===== src/rtl/cpu_run_ctrl.sv =====
// Run/step controller: debounced buttons drive a one-cycle core tick enable.
// Optional breakpoint compare enabled by CPU_RUN_CTRL_BREAKPOINT_EN.
module cpu_run_ctrl_db #(
  parameter int DEBOUNCE = 250000
) (
  input  logic clk,
  input  logic reset,
  input  logic i_btn,
  output logic o_press
);
  localparam int DB_W = (DEBOUNCE > 1) ? $clog2(DEBOUNCE) : 1;
  localparam logic [DB_W-1:0] DB_LAST = DB_W'(DEBOUNCE - 1);

  logic [1:0]      r_sync;
  logic [DB_W-1:0] r_cnt;
  logic            r_lvl;
  logic            r_press;

  always_ff @(posedge clk or negedge reset) begin
    if (!reset) begin
      r_sync  <= '0;
      r_cnt   <= '0;
      r_lvl   <= 1'b0;
      r_press <= 1'b0;
    end else begin
      r_sync  <= {r_sync[0], i_btn};
      r_press <= 1'b0;
      if (r_sync[1] == r_lvl) begin
        r_cnt <= '0;
      end else if (r_cnt == DB_LAST) begin
        r_cnt   <= '0;
        r_lvl   <= r_sync[1];
        r_press <= r_sync[1];
      end else begin
        r_cnt <= r_cnt + DB_W'(1);
      end
    end
  end

  assign o_press = r_press;
endmodule

module cpu_run_ctrl #(
  parameter int DIV_DEFAULT = 12500000,
  parameter int CNT_W       = 32,
  parameter int DEBOUNCE    = 250000,
  parameter int PC_W        = 32
) (
  input  logic             clk,
  input  logic             reset,
  input  logic             run_btn,
  input  logic             step_btn,
  input  logic             halt,
  input  logic             div_load,
  input  logic [CNT_W-1:0] div_value,
  output logic             tick,
  output logic [1:0]       state,
  output logic             hb_led
`ifdef CPU_RUN_CTRL_BREAKPOINT_EN
  ,
  input  logic [PC_W-1:0]  pc,
  input  logic [PC_W-1:0]  bp_addr,
  input  logic             bp_set,
  input  logic             bp_clr,
  output logic             bp_hit
`endif
);
  typedef enum logic [1:0] {
    S_IDLE = 2'b00,
    S_RUN  = 2'b01,
    S_STEP = 2'b10,
    S_HALT = 2'b11
  } state_t;

  state_t           r_state;
  logic [CNT_W-1:0] r_cnt;
  logic [CNT_W-1:0] r_div;
  logic             r_tick;
  logic             r_hb;
  logic             w_run_p;
  logic             w_step_p;
  logic [CNT_W-1:0] w_div_new;
  logic [CNT_W-1:0] w_last;

  cpu_run_ctrl_db #(.DEBOUNCE(DEBOUNCE)) u_run_db (
    .clk     (clk),
    .reset   (reset),
    .i_btn   (run_btn),
    .o_press (w_run_p)
  );

  cpu_run_ctrl_db #(.DEBOUNCE(DEBOUNCE)) u_step_db (
    .clk     (clk),
    .reset   (reset),
    .i_btn   (step_btn),
    .o_press (w_step_p)
  );

  // A zero ratio would never reach terminal count; treat it as 1.
  assign w_div_new = (div_value == '0) ? CNT_W'(1) : div_value;
  assign w_last    = r_div - CNT_W'(1);

`ifdef CPU_RUN_CTRL_BREAKPOINT_EN
  logic            r_bp_arm;
  logic [PC_W-1:0] r_bp_addr;
  logic            r_bp_hit;
  logic            w_bp_match;
  logic            w_bp_take;

  assign w_bp_match = r_bp_arm && (pc == r_bp_addr);
  assign w_bp_take  = (r_state == S_RUN) && !halt && !w_run_p
                      && w_bp_match;

  always_ff @(posedge clk or negedge reset) begin
    if (!reset) begin
      r_bp_arm  <= 1'b0;
      r_bp_addr <= '0;
      r_bp_hit  <= 1'b0;
    end else begin
      if (bp_set) begin
        r_bp_addr <= bp_addr;
        r_bp_arm  <= 1'b1;
      end else if (bp_clr) begin
        r_bp_arm <= 1'b0;
      end
      if (w_bp_take) r_bp_hit <= 1'b1;
      else if (w_run_p || w_step_p) r_bp_hit <= 1'b0;
    end
  end

  assign bp_hit = r_bp_hit;
`endif

  always_ff @(posedge clk or negedge reset) begin
    if (!reset) begin
      r_state <= S_IDLE;
      r_cnt   <= '0;
      r_div   <= CNT_W'(DIV_DEFAULT);
      r_tick  <= 1'b0;
      r_hb    <= 1'b0;
    end else begin
      r_tick <= 1'b0;
      if (div_load) r_div <= w_div_new;
      unique case (r_state)
        S_IDLE: begin
          r_cnt <= '0;
          if (halt) begin
            r_state <= S_HALT;
          end else if (w_run_p) begin
            r_state <= S_RUN;
          end else if (w_step_p) begin
            r_state <= S_STEP;
            r_tick  <= 1'b1;
            r_hb    <= ~r_hb;
          end
        end
        S_RUN: begin
          if (halt) begin
            r_state <= S_HALT;
            r_cnt   <= '0;
          end else if (w_run_p) begin
            r_state <= S_IDLE;
            r_cnt   <= '0;
          end
`ifdef CPU_RUN_CTRL_BREAKPOINT_EN
          else if (w_bp_match) begin
            r_state <= S_IDLE;
            r_cnt   <= '0;
          end
`endif
          else if (div_load) begin
            r_cnt <= '0;
          end else if (r_cnt == w_last) begin
            r_cnt  <= '0;
            r_tick <= 1'b1;
            r_hb   <= ~r_hb;
          end else begin
            r_cnt <= r_cnt + CNT_W'(1);
          end
        end
        S_STEP: begin
          r_cnt   <= '0;
          r_state <= halt ? S_HALT : S_IDLE;
        end
        S_HALT: begin
          r_cnt <= '0;
          if (w_run_p && !halt) r_state <= S_IDLE;
        end
        default: r_state <= S_IDLE;
      endcase
    end
  end

  assign tick   = r_tick;
  assign state  = r_state;
  assign hb_led = r_hb;
endmodule

===== config.mk =====
export PLATFORM = sky130hd
export DESIGN_NAME = cpu_run_ctrl
export DESIGN_NICKNAME = d
export VERILOG_FILES = /design/src/rtl/cpu_run_ctrl.sv
export SDC_FILE = /design/constraint.sdc
export NUM_CORES = 1
export LEC_CHECK = 0
export BUFFER_PORTS_ARGS = -buffer_cell sky130_fd_sc_hd__buf_2
export CAP_MARGIN = 15
export CORE_ASPECT_RATIO = 0.9
export CORE_MARGIN = 8
export CORE_UTILIZATION = 40
export DETAILED_ROUTE_END_ITERATION = 10
export GPL_TIMING_DRIVEN = 0
export PLACE_DENSITY = 0.56
export SLEW_MARGIN = 20
export SYNTH_ARGS = -nofsm -noshare
export SYNTH_HDL_FRONTEND = slang
export SYNTH_SLANG_ARGS = --single-unit
export TNS_END_PERCENT = 100

===== constraint.sdc =====
create_clock -name clk -period 3.5 [get_ports clk]
set_input_delay 0.175 -clock clk [delete_from_list [all_inputs] [get_ports clk]]
set_output_delay 0.175 -clock clk [all_outputs]
set_load 0.01 [all_outputs]

After elaboration in Yosys (flattened, before gate mapping)
Index checks and enable logic that the tools add are counted.
{ "op_classes": {"muxes": 38, "bitwise_logic": 3, "n_reduce_logical": 10, "n_eq_ne": 18, "add_sub_neg": 4} }
{ "op_table": {"columns": ["operator", "n"], "rows": [
  ["$mux 32", 5],
  ["$mux 18", 4],
  ["$pmux 32 s2", 1],
  ["$add 18x1->18 const B", 2],
  ["$eq 18x18->1 const B", 2],
  ["$add 32x1->32 const B", 1],
  ["$eq 32x32->1", 1],
  ["$logic_not 32->1", 1],
  ["$sub 32x1->32 const B", 1],
  ["$mux 1", 18],
  ["$mux 2", 7],
  ["$ne 2x2->1 const B", 7],
  ["$pmux 2 s4", 1],
  ["$reduce_and 8->1", 1],
  ["$eq 2x2->1 const B", 2],
  ["$ne 4x2->1 const B", 1],
  ["$pmux 1 s2", 2],
  ["$reduce_and 2->1", 2],
  ["$ne 3x2->1 const B", 1],
  ["$not 1->1", 3],
  ["$reduce_and 3->1", 1],
  ["$reduce_or 3->1", 1],
  ["$eq 1x1->1", 2],
  ["$eq 2x1->1 const B", 1],
  ["5 further kinds", 5]
]} }
{ "totals": {"out_inout_bits": 4, "register_bits": 112, "word_cells": 86, "in_bits": 38} }

Logic depth before layout (Yosys ltp)
Gate-level depths: netlist (run 1).
{ "logic_depth": {"ltp_word": 7, "depth_mapped": 12, "mapped_depth_nobuf": 10} }

Cells and area by module
Synthesis (run 1) repeated with hierarchy kept, for this count alone.
{ "unflattened": {"cells_unflattened": 664, "area_unflattened_um2": 6806.5} }
{ "modules_own_cells": {"columns": ["mod", "n_inst", "cells_per_inst", "seq_area_each_um2", "area_per_inst_um2"], "rows": [
  ["cpu_run_ctrl", 1, 465, 1716.6, 4710.8],
  ["cpu_run_ctrl_db at u_run_db", 1, 100, 550.5, 1059.8],
  ["cpu_run_ctrl_db at u_step_db", 1, 99, 550.5, 1036.0]
]} }

Worst setup path after synthesis (run 1)
Ideal clock, no wire load.
{ "synth_timing": {"kind": "reg2reg", "startpoint": "reg r_div[4]", "endpoint": "reg r_cnt[10]", "arrival_ns": 3.435, "setup_ns": 0.142, "stages_incl_launch_ff": 12, "required_ns": 3.358, "period_less_slack_ns": 3.577, "n_path_buf": 3, "slack_ns": -0.077, "path_cell_list": "dfrtp_1 > buf_6 > or4_1 > buf_2 > or4_4 > or4_1 > a21oi_1 > nand3_1 > or4_4 > nor4_4 > buf_6 > nor3_2"} }
{ "synth_via": {"elab_chain_len": 7} }
{ "synth_lines": {"columns": ["item", "line", "rtl"], "rows": [
  ["start, declared", "77", "logic [CNT_W-1:0] r_div;"],
  ["start signal, assigned", "138", "r_div <= CNT_W'(DIV_DEFAULT);"],
  ["start signal, assigned", "143", "if (div_load) r_div <= w_div_new;"],
  ["$sub 32x1->32", "101", "assign w_last = r_div - CNT_W'(1);"],
  ["$eq 32x32->1", "173", "end else if (r_cnt == w_last) begin"],
  ["$mux 32", "173", null],
  ["$mux 32", "171", "else if (div_load) begin"],
  ["$mux 32", "161", "end else if (w_run_p) begin"],
  ["$mux 32", "158", "if (halt) begin"],
  ["$pmux 32 s2", "144", "unique case (r_state)"],
  ["end signal, assigned", "178", "r_cnt <= r_cnt + CNT_W'(1);"],
  ["end, declared", "76", "logic [CNT_W-1:0] r_cnt;"]
]} }
Every way passes these cells.
A chain may end at the register's enable or synchronous reset.

Worst setup path after layout (run 1)
{ "layout_timing": {"startpoint": "reg r_div[2]", "endpoint": "reg r_hb (netlist: hb_led)"} }
{ "layout_via": {"elab_chain_len": 4} }
{ "layout_lines": {"columns": ["item", "line", "rtl"], "rows": [
  ["$sub 32x1->32", "101", null],
  ["$eq 32x32->1", "173", null],
  ["$ne 2x2->1 (no line)", null, null],
  ["$reduce_and 8->1 (no line)", null, null],
  ["end signal, assigned", "154", "r_hb <= ~r_hb;"],
  ["end signal, assigned", "176", "r_hb <= ~r_hb;"],
  ["end, declared", "79", "logic r_hb;"]
]} }
Every way passes these cells.

==> results.txt, run 1 <==
----------------------------------------------------
[Status]
  Status ... complete, no violations

[STA]
  RSZ-0062 raised after global routing ... yes
  Period Utilization, post-route ... 98.03%
  Slew at the pin closest to its max-slew limit ... 781.5 ps
  Final WS setup ... between 60 and 70 ps
  Layout Skew ... about 9 ps
  Time the final worst path needs with I/O delays and setup ... ~3400 ps
  Setup violation total in the final timing report ... 0
  Headroom to the max-slew limit ... 47.42%
  Final Hold Fails ... 0
  Final max-slew violation count ... 0
  Max Clock Freq ... roughly 290 MHz

[Min path]
  Path class of the lowest-slack min-delay path ... input pin to flop
  Hold_sp ... div_value[1]
  Worst Hold Depth ... 3
  Worst Hold Endpoint ... r_div[1]

[Layout]
  Final core utilization ... 47.97%
  Layout Area Growth over Synthesis ... 17.37%
  Fraction of final layout cells with drive strength greater than 1 ... around 25%
  Fin cells ... ~950
  Area of all placed cells without fillers ... slightly below 8000 µm²
  Fill cell instance count of the final layout ... about 1,500
  Area occupied by registers ... ~2800 µm²
  Diode insertion count for antenna repair ... 0
  Area taken by multi-input logic gates ... approximately 3700 µm²
  Layout Nets ... 781

[Power and ir drop]
  Overall power consumption ... about 0.0032 W
  Areal power density over the cells ... 415.5 nW/µm²
  VDD IR max ... roughly 500 µV
  Standby leakage power ... 3.044 nW

[Placement]
  Post-placement cell area ... between 7000 and 8000 µm²
  Total instance count after detailed placement ... 913
  Number of buffer cells added on primary ports ... 40
  Placer Congestion ... just over 0.8
  Placement Setup Slack ... -461.9 ps
  Sum of net half-perimeters after detailed placement ... 11,540 µm

[Yosys]
  Net count after synthesis ... approximately 700
  Count of flip-flops with a built-in enable after synthesis ... 0
  Cell type with the highest aggregate area in the netlist ... dfrtp_1
  Register area share after synthesis ... between 40% and 50%
  Count of distinct cell types in the synthesized netlist ... 63
  Netlist area before placement ... approximately 6600 µm²
  Dominant register cell in the synthesized netlist ... dfrtp_1
  Ranking of synthesized cells by area ... dfrtp_1 38%, xnor2_1 7.0%, xor2_1 6.4%, mux2_2 5.6%, dfstp_2 4.8%
  Library cell with the highest instance count after synthesis ... dfrtp_1
  Fraction of synthesized cell area taken by the top area cell type ... 37.96%
  Leading cell types by count after synthesis ... 100 x dfrtp_1, 81 x nor2_1, 53 x xnor2_1
  Post-Synthesis Mean Instance Area ... slightly below 10 µm²
  Post-synthesis instance total ... 665
  Number of warning messages in the yosys log ... 0
  Flops & latches, synth ... 112
  Post-synthesis async set-or-reset flop share ... 100.0%

[Floorplanning]
  Die outline height ... 137.8 µm
  Overall die width ... roughly 150 µm
  Initial core utilization ... approximately two fifths
  Full die area ... around 21,000 µm²
  Core Area ... ~16,000 µm²
  Top Ports ... 42
  Row Count ... 44

[Detailed routing]
  Met3 Routed Length ... between 800 and 900 µm
  Wire length reported by the detailed router ... 15,640 µm
  Antenna-violating nets left ... 0
  Detailed route wirelength on metal2 ... just over 7000 µm
  Highest layer used for signal routing ... met5
  Total iterations of the first detailed-routing run ... 4
  Number of vias per cell ... approximately 5.4
  DRC ... 0
  Met1 wire length ... 7242 µm
  WL/cell ... between 15 and 20 µm
  DRT iter0 DRCs ... around 290
  Via count of the routed design ... between 5,000 and 6,000

[Worst setup path]
  Critical Path End Type ... flop
  Longest individual stage delay on the worst path ... about 570 ps
  FF-to-FF Start ... r_div[2]
  Capture instance of the worst register-to-register path ... hb_led
  Combined buffer and inverter count along the critical path ... 0
  CP cell instances ... or4_4 > or4_4 > or4_4 > a21oi_2 > nand3_1 > or4b_1 > or4b_1 > nand3_1
  Startpoint Class ... flop
  Depth of the most critical reg-to-reg path ... 8
  Register-to-register path setup slack ... between 60 and 70 ps
  Dominant delay contributor by cell family on the critical path ... simple AND/OR/NAND/NOR gates
  Worst-path cell with the longest stage delay ... or4_4
  Max Fanout on Critical Path ... 7
  Critical path data arrival time ... 3720 ps
  Critical setup path kind ... flop to flop
  Req. time, crit path ... roughly 3800 ps
  Library cell appearing most often on the critical path ... or4_4

[CTS]
  Buffers from clock root to sink, at most ... 2
  Clock latency reported for the late side of the worst-skew pair ... ~360 ps
  CTS tree ... done
  CTS H-tree depth ... 3
  Root buffer cell ... clkbuf_16
  Num CTS Buffers ... 9
  Number of clock sinks seen by CTS ... roughly 110
  CTS clk-pin slew, worst paths ... 70 ps

[Global route]
  Global-route usage over all layers ... between 10% and 20%
  Pin count of the biggest net entering global routing ... 81
  Antenna violations before repair ... 2
  Wire length of the first global-routing pass ... roughly 26,000 µm
  Vias in the first global route ... between 5,000 and 6,000
  Total congestion overflow ... 0

[Flow run]
  Reported max-cap violation count ... 0

----------------------------------------------------
## kinds of logic (layout without fill, tap and decap cells)
group                    after synthesis  count (layout)  share of synthesized area [%]
flip-flops                           112             112                          42.74
multiplexers                          39              39                          6.548
AO/OA/AOI/OAI                         46              46                          5.067
buffers and inverters                 35             110                          2.828
AND/OR/NAND/NOR                      324             324                          27.88
adder cells (fa/ha/maj)                8               8                          1.518
XOR/XNOR                             101             101                          13.42
## cells in the final DEF, fill, tap and decap left out, types with 12 or more instances in the layout
| cell | count |
|---|---|
| nor4_1 | 19 |
| xor2_1 | 48 |
| buf_2 | 40 |
| nor3_1 | 19 |
| mux2_2 | 33 |
| xnor2_1 | 53 |
| and3_1 | 17 |
| nor3_2 | 30 |
| dfstp_2 | 12 |
| nand2_1 | 45 |
| dfrtp_1 | 97 |
| nand3_1 | 38 |
| nor2_1 | 81 |
| buf_4 | 17 |
## how the worst max path moves through the flow
| stage | from | end | slack [ps] | cells after the start |
|---|---|---|---|---|
| 6_report | r_div[2] | hb_led | 70 | 8 |
| 5_1_grt | r_div[2] | hb_led | -30 | 8 |
| 4_1_cts | r_div[4] | r_cnt[24] | -180 | 12 |
| 2_1_floorplan | r_div[4] | hb_led | 60 | 10 |
| 3_5_place_dp | r_div[0] | hb_led | -460 | 10 |
| 3_3_place_gp | r_div[0] | hb_led | -350 | 10 |
## where the power goes
| part | switching (W) | total [W] | leakage (nW) | internal, W |
|---|---|---|---|---|
| clock | 0.000499 | 0.00121 | 0.171 | 0.000713 |
| sequential | 0.0000885 | 0.00146 | 1.45 | 0.00137 |
| combinational | 0.000297 | 0.000545 | 1.42 | 0.000247 |
| total | 0.000885 | 0.00321 | 3.04 | 0.00233 |
## worst reg2reg max path: stages (launching register included)
cell	delay (ps)
dfrtp_2	460
or4_4	580
or4_4	450
or4_4	500
a21oi_2	130
nand3_1	90
or4b_1	570
or4b_1	490
nand3_1	90
## cell type report
type | instances | share of cell area, %
Tap cell | 207 | 3.347
Clock inverter | 6 | 1.569
Clock buffer | 10 | 2.959
Inverter | 11 | 0.5336
Timing Repair Buffer | 65 | 5.821
Buffer | 18 | 1.601
Multi-Input combinational cell | 518 | 47.70
Sequential cell | 112 | 36.47
## layer usage
layer	global-route usage, %	vias to the layer above
met5	0	-
met4	5.766	4
met3	4.302	28
met2	24.12	88
met1	20.43	2491
li1	-	2499
## state kept, by name (all words and copies together), names as in the netlist
signal and cells:
r_cnt 32, r_div 32, u_run_db.r_cnt 18, u_step_db.r_cnt 18, state 2, u_run_db.r_sync 2, u_step_db.r_sync 2, hb_led 1
tick 1, u_run_db.o_press 1, u_run_db.r_lvl 1, u_step_db.o_press 1, u_step_db.r_lvl 1
## what timing repair did
action	4_1_cts	5_1_grt
endpoints found under the hold margin	34	0
pin swaps	13	10
endpoints found under the setup margin	34	34
cloned	1	1
buffers inserted	9	10
resized for setup	15	16
hold buffers	3	0
## metrics by stage
step           hold WS [ps]  setup TNS (ps)
2_1_floorplan        -120.6               0
3_3_place_gp          285.1           -8201
3_5_place_dp          84.40          -10220
4_1_cts               23.38           -4648
5_1_grt               56.99          -428.5
6_report              36.78               0
Note: power is estimated with default switching activity, not from simulation.
==> run 2, diff against run 1 <==
CORE_UTILIZATION = 55   (was 40)
PLACE_DENSITY = 0.73   (was 0.56)
==> run 2 against run 1 <==
Hold slack better by 19 ps. Sequential cell count is the same. Maximum frequency down 1.2%. Global-route usage increased by 3.6 points. Die area decreased by 24%. Routed wire length down 3.2%. First-iteration DRC count grew 9.5%. Critical endpoint is now r_cnt[23].
==> results.txt, run 2 (synthesized netlist as in run 1, its figures left out) <==
----------------------------------------------------
[Worst setup path]
  Critical setup path kind ... flop to flop
  Depth of the most critical reg-to-reg path ... 10
  Worst-path cell with the longest stage delay ... or4_4
  Longest individual stage delay on the worst path ... about 550 ps
  Max Fanout on Critical Path ... 6
  Critical Path End Type ... flop
  Dominant delay contributor by cell family on the critical path ... simple AND/OR/NAND/NOR gates
  FF-to-FF Start ... r_div[4]
  Startpoint Class ... flop
  Capture instance of the worst register-to-register path ... r_cnt[23]
  Combined buffer and inverter count along the critical path ... 2
  Launch point of the critical path ... r_div[4]
  Register-to-register path setup slack ... ~27 ps
  Critical path data arrival time ... between 3000 and 4000 ps
  Library cell appearing most often on the critical path ... or4_4
  Req. time, crit path ... 3710 ps
  CP cell instances ... or4_4 > or4_4 > or4_4 > a21oi_4 > nand3_2 > or4_4 > nor4_4 > buf_6 > buf_12 > nor3_2

[CTS]
  CTS H-tree depth ... 3
  Num CTS Buffers ... 9
  Number of clock sinks seen by CTS ... between 100 and 150
  CTS clk-pin slew, worst paths ... ~70 ps
  Buffers from clock root to sink, at most ... 2
  Root buffer cell ... clkbuf_16
  CTS tree ... done
  Clock latency reported for the late side of the worst-skew pair ... between 300 and 400 ps

[Floorplanning]
  Full die area ... ~16,000 µm²
  Die outline height ... roughly 120 µm
  Overall die width ... 131.4 µm
  Core Area ... 11,890 µm²
  Row Count ... 38
  Initial core utilization ... between 50% and 60%
  Top Ports ... 42

[STA]
  Fin Setup TNS ... 0 ps
  Final Hold Fails ... 0
  Layout Skew ... 10.10 ps
  Max Clock Freq ... between 200 and 300 MHz
  Final WS setup ... roughly 27 ps
  Period Utilization, post-route ... between 90% and 100%
  Final max-slew violation count ... 0
  Worst slack on hold paths ... ~56 ps
  Setup violation total in the final timing report ... 0
  Headroom to the max-slew limit ... about a third
  Time the final worst path needs with I/O delays and setup ... approximately 3500 ps
  RSZ-0062 raised after global routing ... yes
  Slew at the pin closest to its max-slew limit ... about 1000 ps

[Layout]
  Area occupied by registers ... 2821 µm²
  Most frequent standard cell in the layout excluding fill and tap cells ... dfrtp_1
  Fill cell instance count of the final layout ... about 960
  Diode insertion count for antenna repair ... 0
  Layout Area Growth over Synthesis ... 15.87%
  Registers with the most flip-flops ... r_cnt: 32 flops, r_div: 32 flops
  Fraction of final layout cells with drive strength greater than 1 ... around a quarter
  Layout Nets ... between 700 and 800
  Top library cells by usage in the layout, fill and taps aside ... 97 x dfrtp_1, 81 x nor2_1, 53 x xnor2_1
  Area taken by multi-input logic gates ... ~3700 µm²

[Global route]
  Wire length of the first global-routing pass ... roughly 25,000 µm
  Pin count of the biggest net entering global routing ... 70
  Vias in the first global route ... 5,184
  Global-route usage over all layers ... between 10% and 20%
  Antenna violations before repair ... 0
  Total congestion overflow ... 0

[Min path]
  Hold_sp ... div_value[1]
  Worst Hold Depth ... 3
  Path class of the lowest-slack min-delay path ... input pin to flop
  Worst Hold Endpoint ... r_div[1]

[Detailed routing]
  Number of vias per cell ... 5.747
  Antenna-violating nets left ... 0
  DRT iter0 DRCs ... approximately 310
  DRC ... 0
  Total iterations of the first detailed-routing run ... 4
  Via count of the routed design ... between 5,000 and 6,000
  WL/cell ... roughly 17 µm
  Wire length reported by the detailed router ... about 15,000 µm

[Power and ir drop]
  Standby leakage power ... just over 3 nW
  VDD IR max ... ~330 µV
  Areal power density over the cells ... ~390 nW/µm²

[Status]
  Status ... complete, no violations

[Placement]
  Placement Setup Slack ... -377.0 ps
  Placer Congestion ... approximately 0.90
  Number of buffer cells added on primary ports ... 40
  Sum of net half-perimeters after detailed placement ... 10,970 µm

[Flow run]
  Reported max-cap violation count ... 0

----------------------------------------------------
[run 2: changes by cell type in the layout (fill, tap and decap cells not counted), sizes merged]
cell	previous run	this run
buf	67	63
bufinv	3	0
clkbuf	22	24
clkinv	0	1
clkinvlp	0	2
inv	14	13
[run 2: where the power goes]
part | internal (W) | switching [W] | leakage (nW) | total, W
registers | 0.00137 | 0.0000861 | 1.45 | 0.00146
clock network | 0.000490 | 0.000474 | 0.128 | 0.000964
logic | 0.000241 | 0.000297 | 1.43 | 0.000538
total | 0.00210 | 0.000856 | 3.02 | 0.00296
[run 2: layout make-up]
class | count | share of cell area (%)
inverter | 11 | 0.5405
sequential | 112 | 36.94
clock buffer | 11 | 3.047
clock inverter | 5 | 0.5242
tap | 160 | 2.621
multi-input combinational | 518 | 48.88
buffer | 18 | 1.622
timing repair buffer | 62 | 5.831
[run 2: worst max path at each step]
| stage | endpoint | slack [ps] | depth (start not counted) |
|---|---|---|---|
| 2_1_floorplan | hb_led | 60 | 10 |
| 3_3_place_gp | hb_led | -310 | 10 |
| 3_5_place_dp | hb_led | -380 | 10 |
| 4_1_cts | r_cnt[23] | -150 | 12 |
| 5_1_grt | r_cnt[23] | -50 | 10 |
| 6_report | r_cnt[23] | 30 | 10 |
[run 2: repair_timing]
item                       in CTS  in global routing
setup endpoints to repair      34                 34
gates resized for setup        16                 22
hold endpoints to repair       37                  0
hold buffers                    3                  0
setup buffers                   9                  6
cloned                          1                  2
pin swaps                       8                 13
[run 2: through the flow]
stage                     util, %  power (W)  instances  cell area, µm²
final                       64.26   0.002958        897            7639
after floorplan                 -   0.001810        665            6593
after global routing        64.26   0.003107        897            7639
after global placement      58.83   0.001956        865            6993
after detailed placement    59.12   0.001984        866            7027
after CTS                   62.65   0.002963        893            7447
[run 2: per-layer routing]
layer | vias to the layer above | track usage (%) | part of all wire [%]
li1 | 2480 | - | -
met1 | 2534 | 24.13 | 44
met2 | 115 | 31.57 | 48
met3 | 26 | 5.138 | 5.3
met4 | 0 | 6.523 | 2.6
met5 | - | 0 | 0
[run 2: worst reg2reg max path: cells and delay by family, from the launching register on]
| kind | cells | cell delay [ps] |
|---|---|---|
| and+or+nand+nor | 7 | 2400 |
| AOI/OAI and AO/OA | 1 | 150 |
| buffers and inverters | 2 | 360 |
| DFF | 1 | 390 |
